**src/rtl/ctrl_pkg.sv**
```systemverilog
// rtl/ctrl_pkg.sv - shared types and encodings for cpu_ctrl_fsm
package ctrl_pkg;

    typedef enum logic [2:0] {
        ST_RESET   = 3'd0,
        ST_FETCH   = 3'd1,
        ST_DECODE  = 3'd2,
        ST_EXEC_R  = 3'd3,
        ST_LOAD    = 3'd4,
        ST_LOAD_WB = 3'd5,
        ST_STORE   = 3'd6,
        ST_JUMP    = 3'd7
    } state_t;

    // Major opcode selecting the memory/jump group; everything else is R-type.
    localparam logic [3:0] OP_SPECIAL = 4'b0100;

    // Sub-op field ir[7:4] within the special group.
    localparam logic [3:0] SUB_LOAD  = 4'b0000;
    localparam logic [3:0] SUB_STORE = 4'b0100;
    localparam logic [3:0] SUB_JCOND = 4'b1100;

    // Jump condition codes carried in ir[11:8].
    localparam logic [3:0] COND_EQ = 4'b0000;
    localparam logic [3:0] COND_NE = 4'b0001;
    localparam logic [3:0] COND_CS = 4'b0010;
    localparam logic [3:0] COND_CC = 4'b0011;
    localparam logic [3:0] COND_HI = 4'b0100;
    localparam logic [3:0] COND_LS = 4'b0101;
    localparam logic [3:0] COND_GT = 4'b0110;
    localparam logic [3:0] COND_LE = 4'b0111;
    localparam logic [3:0] COND_FS = 4'b1000;
    localparam logic [3:0] COND_FC = 4'b1001;
    localparam logic [3:0] COND_UC = 4'b1110;

    // Bit positions in the ALU flag vector.
    localparam int FLAG_C = 0;
    localparam int FLAG_L = 1;
    localparam int FLAG_F = 2;
    localparam int FLAG_Z = 3;
    localparam int FLAG_N = 4;

    // True when the jump condition holds for the given flags; unlisted codes never jump.
    function automatic logic cond_met(input logic [3:0] cond, input logic [4:0] f);
        logic r;
        r = 1'b0;
        case (cond)
            COND_EQ: r =  f[FLAG_Z];
            COND_NE: r = ~f[FLAG_Z];
            COND_CS: r =  f[FLAG_C];
            COND_CC: r = ~f[FLAG_C];
            COND_HI: r =  f[FLAG_L];
            COND_LS: r = ~f[FLAG_L];
            COND_GT: r =  f[FLAG_N];
            COND_LE: r = ~f[FLAG_N];
            COND_FS: r =  f[FLAG_F];
            COND_FC: r = ~f[FLAG_F];
            COND_UC: r =  1'b1;
            default: r =  1'b0;
        endcase
        return r;
    endfunction

endpackage

```
**src/rtl/reg_onehot_dec.sv**
```systemverilog
// rtl/reg_onehot_dec.sv - 4-bit register index to one-hot write enable, zero when out of range
module reg_onehot_dec #(
    parameter int NREGS = 16
) (
    input  logic [3:0]       idx,
    output logic [NREGS-1:0] onehot
);

    // Indices at or above NREGS match no bit, so the write is silently dropped.
    always_comb begin
        onehot = '0;
        for (int i = 0; i < NREGS; i++) begin
            if (idx == 4'(i)) begin
                onehot[i] = 1'b1;
            end
        end
    end

endmodule

```
**src/rtl/cpu_ctrl_fsm.sv**
```systemverilog
// rtl/cpu_ctrl_fsm.sv - multi-cycle fetch/decode/execute controller; CTRL_JCOND_EN enables conditional jumps
module cpu_ctrl_fsm
    import ctrl_pkg::*;
#(
    parameter int NREGS = 16
) (
    input  logic             clk,
    input  logic             reset,
    input  logic [15:0]      mem_in,
    input  logic             mem_ready,
    input  logic [4:0]       flags,
    output logic [15:0]      opcode,
    output logic [3:0]       mux_a_sel,
    output logic [3:0]       mux_b_sel,
    output logic [NREGS-1:0] reg_en,
    output logic             alu_sel,
    output logic             pc_sel,
    output logic             mem_w_en_a,
    output logic             flag_en,
    output logic             pc_en,
    output logic             pc_load,
    output logic             illegal
);

    state_t      state_q, state_d;
    logic [15:0] ir_q, ir_d;

    logic [3:0]       op, sub_op, rdest, rsrc;
    logic             is_special, dec_illegal, reg_wr;
    logic [NREGS-1:0] dest_onehot;

    assign op         = ir_q[15:12];
    assign rdest      = ir_q[11:8];
    assign sub_op     = ir_q[7:4];
    assign rsrc       = ir_q[3:0];
    assign is_special = (op == OP_SPECIAL);
    assign opcode     = ir_q;

`ifdef CTRL_JCOND_EN
    assign dec_illegal = is_special && (sub_op != SUB_LOAD) && (sub_op != SUB_STORE)
                                    && (sub_op != SUB_JCOND);
`else
    // Flags only steer jumps, which this build does not decode.
    logic unused_flags;
    assign unused_flags = ^flags;
    assign dec_illegal  = is_special && (sub_op != SUB_LOAD) && (sub_op != SUB_STORE);
`endif

    reg_onehot_dec #(.NREGS(NREGS)) u_dest_dec (
        .idx    (rdest),
        .onehot (dest_onehot)
    );

    // Next-state and instruction-register capture.
    always_comb begin
        state_d = state_q;
        ir_d    = ir_q;
        case (state_q)
            ST_RESET: state_d = ST_FETCH;
            ST_FETCH: begin
                if (mem_ready) begin
                    ir_d    = mem_in;
                    state_d = ST_DECODE;
                end
            end
            ST_DECODE: begin
                if (!is_special) begin
                    state_d = ST_EXEC_R;
                end else begin
                    case (sub_op)
                        SUB_LOAD:  state_d = ST_LOAD;
                        SUB_STORE: state_d = ST_STORE;
`ifdef CTRL_JCOND_EN
                        SUB_JCOND: state_d = ST_JUMP;
`endif
                        default:   state_d = ST_FETCH;
                    endcase
                end
            end
            ST_EXEC_R:  state_d = ST_FETCH;
            ST_LOAD:    if (mem_ready) state_d = ST_LOAD_WB;
            ST_LOAD_WB: state_d = ST_FETCH;
            ST_STORE:   if (mem_ready) state_d = ST_FETCH;
            default:    state_d = ST_FETCH;
        endcase
    end

    // State and instruction register; reset clears both.
    always_ff @(posedge clk) begin
        if (reset) begin
            state_q <= ST_RESET;
            ir_q    <= 16'h0000;
        end else begin
            state_q <= state_d;
            ir_q    <= ir_d;
        end
    end

    // Control outputs decoded from state and ir; reset masks every enable immediately.
    always_comb begin
        mux_a_sel  = 4'd0;
        mux_b_sel  = 4'd0;
        reg_wr     = 1'b0;
        alu_sel    = 1'b1;
        pc_sel     = 1'b1;
        mem_w_en_a = 1'b0;
        flag_en    = 1'b0;
        pc_en      = 1'b0;
        pc_load    = 1'b0;
        illegal    = 1'b0;
        case (state_q)
            ST_FETCH:  pc_en = mem_ready;
            ST_DECODE: illegal = dec_illegal;
            ST_EXEC_R: begin
                mux_a_sel = rdest;
                mux_b_sel = rsrc;
                reg_wr    = 1'b1;
                flag_en   = 1'b1;
            end
            ST_STORE: begin
                mux_a_sel  = rsrc;
                mux_b_sel  = rdest;
                pc_sel     = 1'b0;
                mem_w_en_a = 1'b1;
            end
            ST_LOAD: begin
                mux_a_sel = rsrc;
                pc_sel    = 1'b0;
            end
            ST_LOAD_WB: begin
                mux_a_sel = rsrc;
                pc_sel    = 1'b0;
                alu_sel   = 1'b0;
                reg_wr    = 1'b1;
            end
`ifdef CTRL_JCOND_EN
            ST_JUMP: begin
                mux_a_sel = rsrc;
                pc_load   = cond_met(rdest, flags);
            end
`endif
            default: ;
        endcase
        if (reset) begin
            reg_wr     = 1'b0;
            mem_w_en_a = 1'b0;
            flag_en    = 1'b0;
            pc_en      = 1'b0;
            pc_load    = 1'b0;
            illegal    = 1'b0;
        end
    end

    assign reg_en = reg_wr ? dest_onehot : '0;

endmodule
```
**config.mk**
```make
export PLATFORM = sky130hd
export DESIGN_NAME = cpu_ctrl_fsm
export DESIGN_NICKNAME = d
export VERILOG_FILES = /design/src/rtl/ctrl_pkg.sv /design/src/rtl/reg_onehot_dec.sv /design/src/rtl/cpu_ctrl_fsm.sv
export SDC_FILE = /design/constraint.sdc
export NUM_CORES = 1
export LEC_CHECK = 0
export CELL_PAD_IN_SITES_DETAIL_PLACEMENT = 1
export CELL_PAD_IN_SITES_GLOBAL_PLACEMENT = 1
export CORE_AREA = 2 2 70 72
export CTS_CLUSTER_DIAMETER = 40
export CTS_CLUSTER_SIZE = 30
export DETAILED_ROUTE_END_ITERATION = 8
export DIE_AREA = 0 0 72 74
export GPL_TIMING_DRIVEN = 0
export PLACE_DENSITY = 0.87
export SLEW_MARGIN = 25
export SYNTH_ARGS = -nofsm -noshare
export SYNTH_HDL_FRONTEND = slang
export SYNTH_HIERARCHICAL = 1
export SYNTH_SLANG_ARGS = --single-unit
```
**constraint.sdc**
```tcl
create_clock -name clk -period 2.4 [get_ports clk]
set_input_delay 0.24 -clock clk [delete_from_list [all_inputs] [get_ports clk]]
set_output_delay 0.24 -clock clk [all_outputs]
set_load 0.05 [all_outputs]
```
==> results.json <==
{
  "status": "completed",
  "cts_sinks": 19,
  "start_util_pct": 27.0,
  "rows": 25,
  "critical_path_class": "reg -> out",
  "slew_headroom_pct": 65.3,
  "worstSetupEndpointType": "output pin",
  "yosysTopAreaCell": "dfxtp_1",
  "io_pins": 71,
  "diodes": 0,
  "die_x_um": 72,
  "clk_pin_slew_ns": 0.07,
  "ir_drop_mv": 0.198,
  "period_needed_ns": 2.28,
  "crit_buf_inv": 2,
  "slowest_stage": "dlygate4sd2_1",
  "vias": 1364,
  "max_cap_viol_count": 0,
  "cp.required_ns": 2.16,
  "die_area_mm2": 0.00533,
  "synth-seq-cells": 19,
  "port-buffer-count": 64,
  "remaining_drc_errors": 0,
  "track_usage_pct": 15.0,
  "worstPathCellList": "clkbuf_1 > nand2b_1 > or3_1 > nor3_2 > dlygate4sd2_1",
  "first_pass_iters": 3,
  "root_buffer": "clkbuf_8",
  "hpwl_um": 3010,
  "grt_overflow_total": 0,
  "totalWireLength_um": 3870,
  "dp_slack_ns": -0.488,
  "die_h_um": 74,
  "fin_area_mm2": 0.00201,
  "syn_to_final_growth_pct": 62.0,
  "period_share_pct": 95.2,
  "insertion_delay_ns": 0.26,
  "routedWlPerCell_um": 13.9,
  "cts_max_level": 1,
  "numCtsBuffers": 3,
  "max_freq_mhz": 438,
  "crit_family": "buffers and inverters",
  "postRouteAntennaNets": 0,
  "critPathMaxStageDelay_ns": 0.55,
  "postCtsHoldBufs": 0,
  "avgSynthCellArea_um2": 7.91,
  "clock_skew_ns": 0.00633,
  "leakage_uw": 0.000823,
  "synth_seq_area_share_pct": 30.6,
  "place.gp.congestion": 0.786,
  "synthDistinctLibCells": 32,
  "synthFlopType": "dfxtp_1",
  "synthMostInstantiatedCell": "nand2_1",
  "timing.final.ws_setup_ns": 0.116,
  "routed_via_density": 4.89,
  "min_path_type": "reg -> reg",
  "power-per-cell-area_mw_per_mm2": 393,
  "first_global_vias": 1286,
  "synth_area_leaders": "dfxtp_1 (31%), nand2_1 (10%), and2_1 (8.1%)",
  "syn_inst": 157,
  "synth_top_area_share_pct": 30.6,
  "cts_tree": "done",
  "grt_antenna_before_repair": 0,
  "setup_viol": 0,
  "grt_max_degree": 12,
  "drive_above_1_share_pct": 16.9,
  "async_reset_ff_share_pct": 0,
  "arrival_ns": 2.04,
  "dpl_cell_area_mm2": 0.00195,
  "crit_fanout": 10,
  "core_mm2": 0.00460,
  "cts_max_path_buffers": 2,
  "synth_area_mm2": 0.00124,
  "worst_setup_path_start_kind": "flip-flop",
  "finalHoldViolCount": 0,
  "synth-edff-count": 0,
  "worst_slew_pin_slew_ns": 0.523,
  "yosys_warnings": 6,
  "synth_fp_nets": 181,
  "maxSlewViolCount": 0,
  "drtIter0Drc": 26,
  "grt_pass1_wl_um": 6350,
  "fin_nets": 250,
  "yosys-top-cells-count": "nand2_1 (34), a21oi_1 (19), dfxtp_1 (19)"
}
[through the flow]
stage	power [µW]	hold WS (ns)	std cells	utilization (%)	TNS, ns
4_1_cts	799	0.481	279	43.5	0
3_5_place_dp	577	0.472	275	42.5	-6.10
3_3_place_gp	572	0.454	275	42.5	-5.69
5_1_grt	827	0.497	279	43.7	-0.00237
6_report	791	0.477	279	43.7	0
2_1_floorplan	489	0.376	157	-	0
[routing by layer]
metal	track usage (%)	vias up	part of all wire, %
met5	0	-	0
met4	5.66	0	1.5
met1	19.0	631	46
li1	-	683	-
met3	2.57	4	5.2
met2	25.9	46	48
[repair_timing]
item,in CTS,in global routing
pin swaps,0,0
cloned,0,0
gates resized for setup,49,7
endpoints found under the setup margin,26,17
setup buffers,0,0
hold endpoints to repair,0,0
[cells in the final DEF, fill, tap and decap left out, types with 2 or more instances in the layout]
cell type / n
a22oi_1: 4
clkbuf_2: 3
clkbuf_1: 5
nor3_1: 4
a22o_1: 4
buf_2: 4
a21oi_1: 18
clkdlybuf4s15_2: 10
dfxtp_1: 19
and4bb_1: 2
dlymetal6s2s_1: 2
dlygate4sd2_1: 15
and4b_1: 4
and4bb_2: 4
nor4b_2: 4
nor2_1: 2
clkdlybuf4s50_1: 36
nor2b_1: 6
buf_4: 5
and2_1: 16
nand2_1: 34
clkbuf_8: 3
o31a_1: 2
inv_1: 2
[path summary, 6_finish.rpt]
kind | endpoint | slack [ns] | startpoint | cells past startpoint
hold reg to reg | opcode[15] | 0.48 | opcode[15] | 2
hold / removal | opcode[15] | 0.48 | opcode[15] | 2
setup / recovery | illegal | 0.12 | state_q[0] | 5
setup reg to reg | state_q[0] | 0.72 | opcode[12] | 3
[cells by family after synthesis]
family | synth area share [%]
compound gates | 15.2
xor+xnor | 0.706
buf+inv | 7.06
flops | 30.6
other cells | 0.302
simple gates | 46.1
[power by group]
part / leakage (µW) / switching [µW] / internal, µW
clock: 0.0000228 / 104 / 118
combinational: 0.000645 / 127 / 89.7
sequential: 0.000155 / 20.7 / 331
total: 0.000823 / 252 / 539
[cell type report]
cell class	instances	area, µm²
flip-flops and latches	19	380
inverters	2	7.51
multi-input cells	121	793
plain buffers	15	82.6
clock buffers	4	45.0
repair buffers	64	634
fillers	561	2590
well taps	54	67.6
[tightest hold or removal path, delay by kind of cell, from the launching register on]
kind / cells / cell delay [ns]
AND/OR/NAND/NOR: 1 / 0.06
AO/OA/AOI/OAI: 1 / 0.05
flip-flops: 1 / 0.32
[registers in the layout, summed over array words and instances (netlist names)]
signal   cells
state_q      3
opcode      16
(Power assumes the default switching activity.)
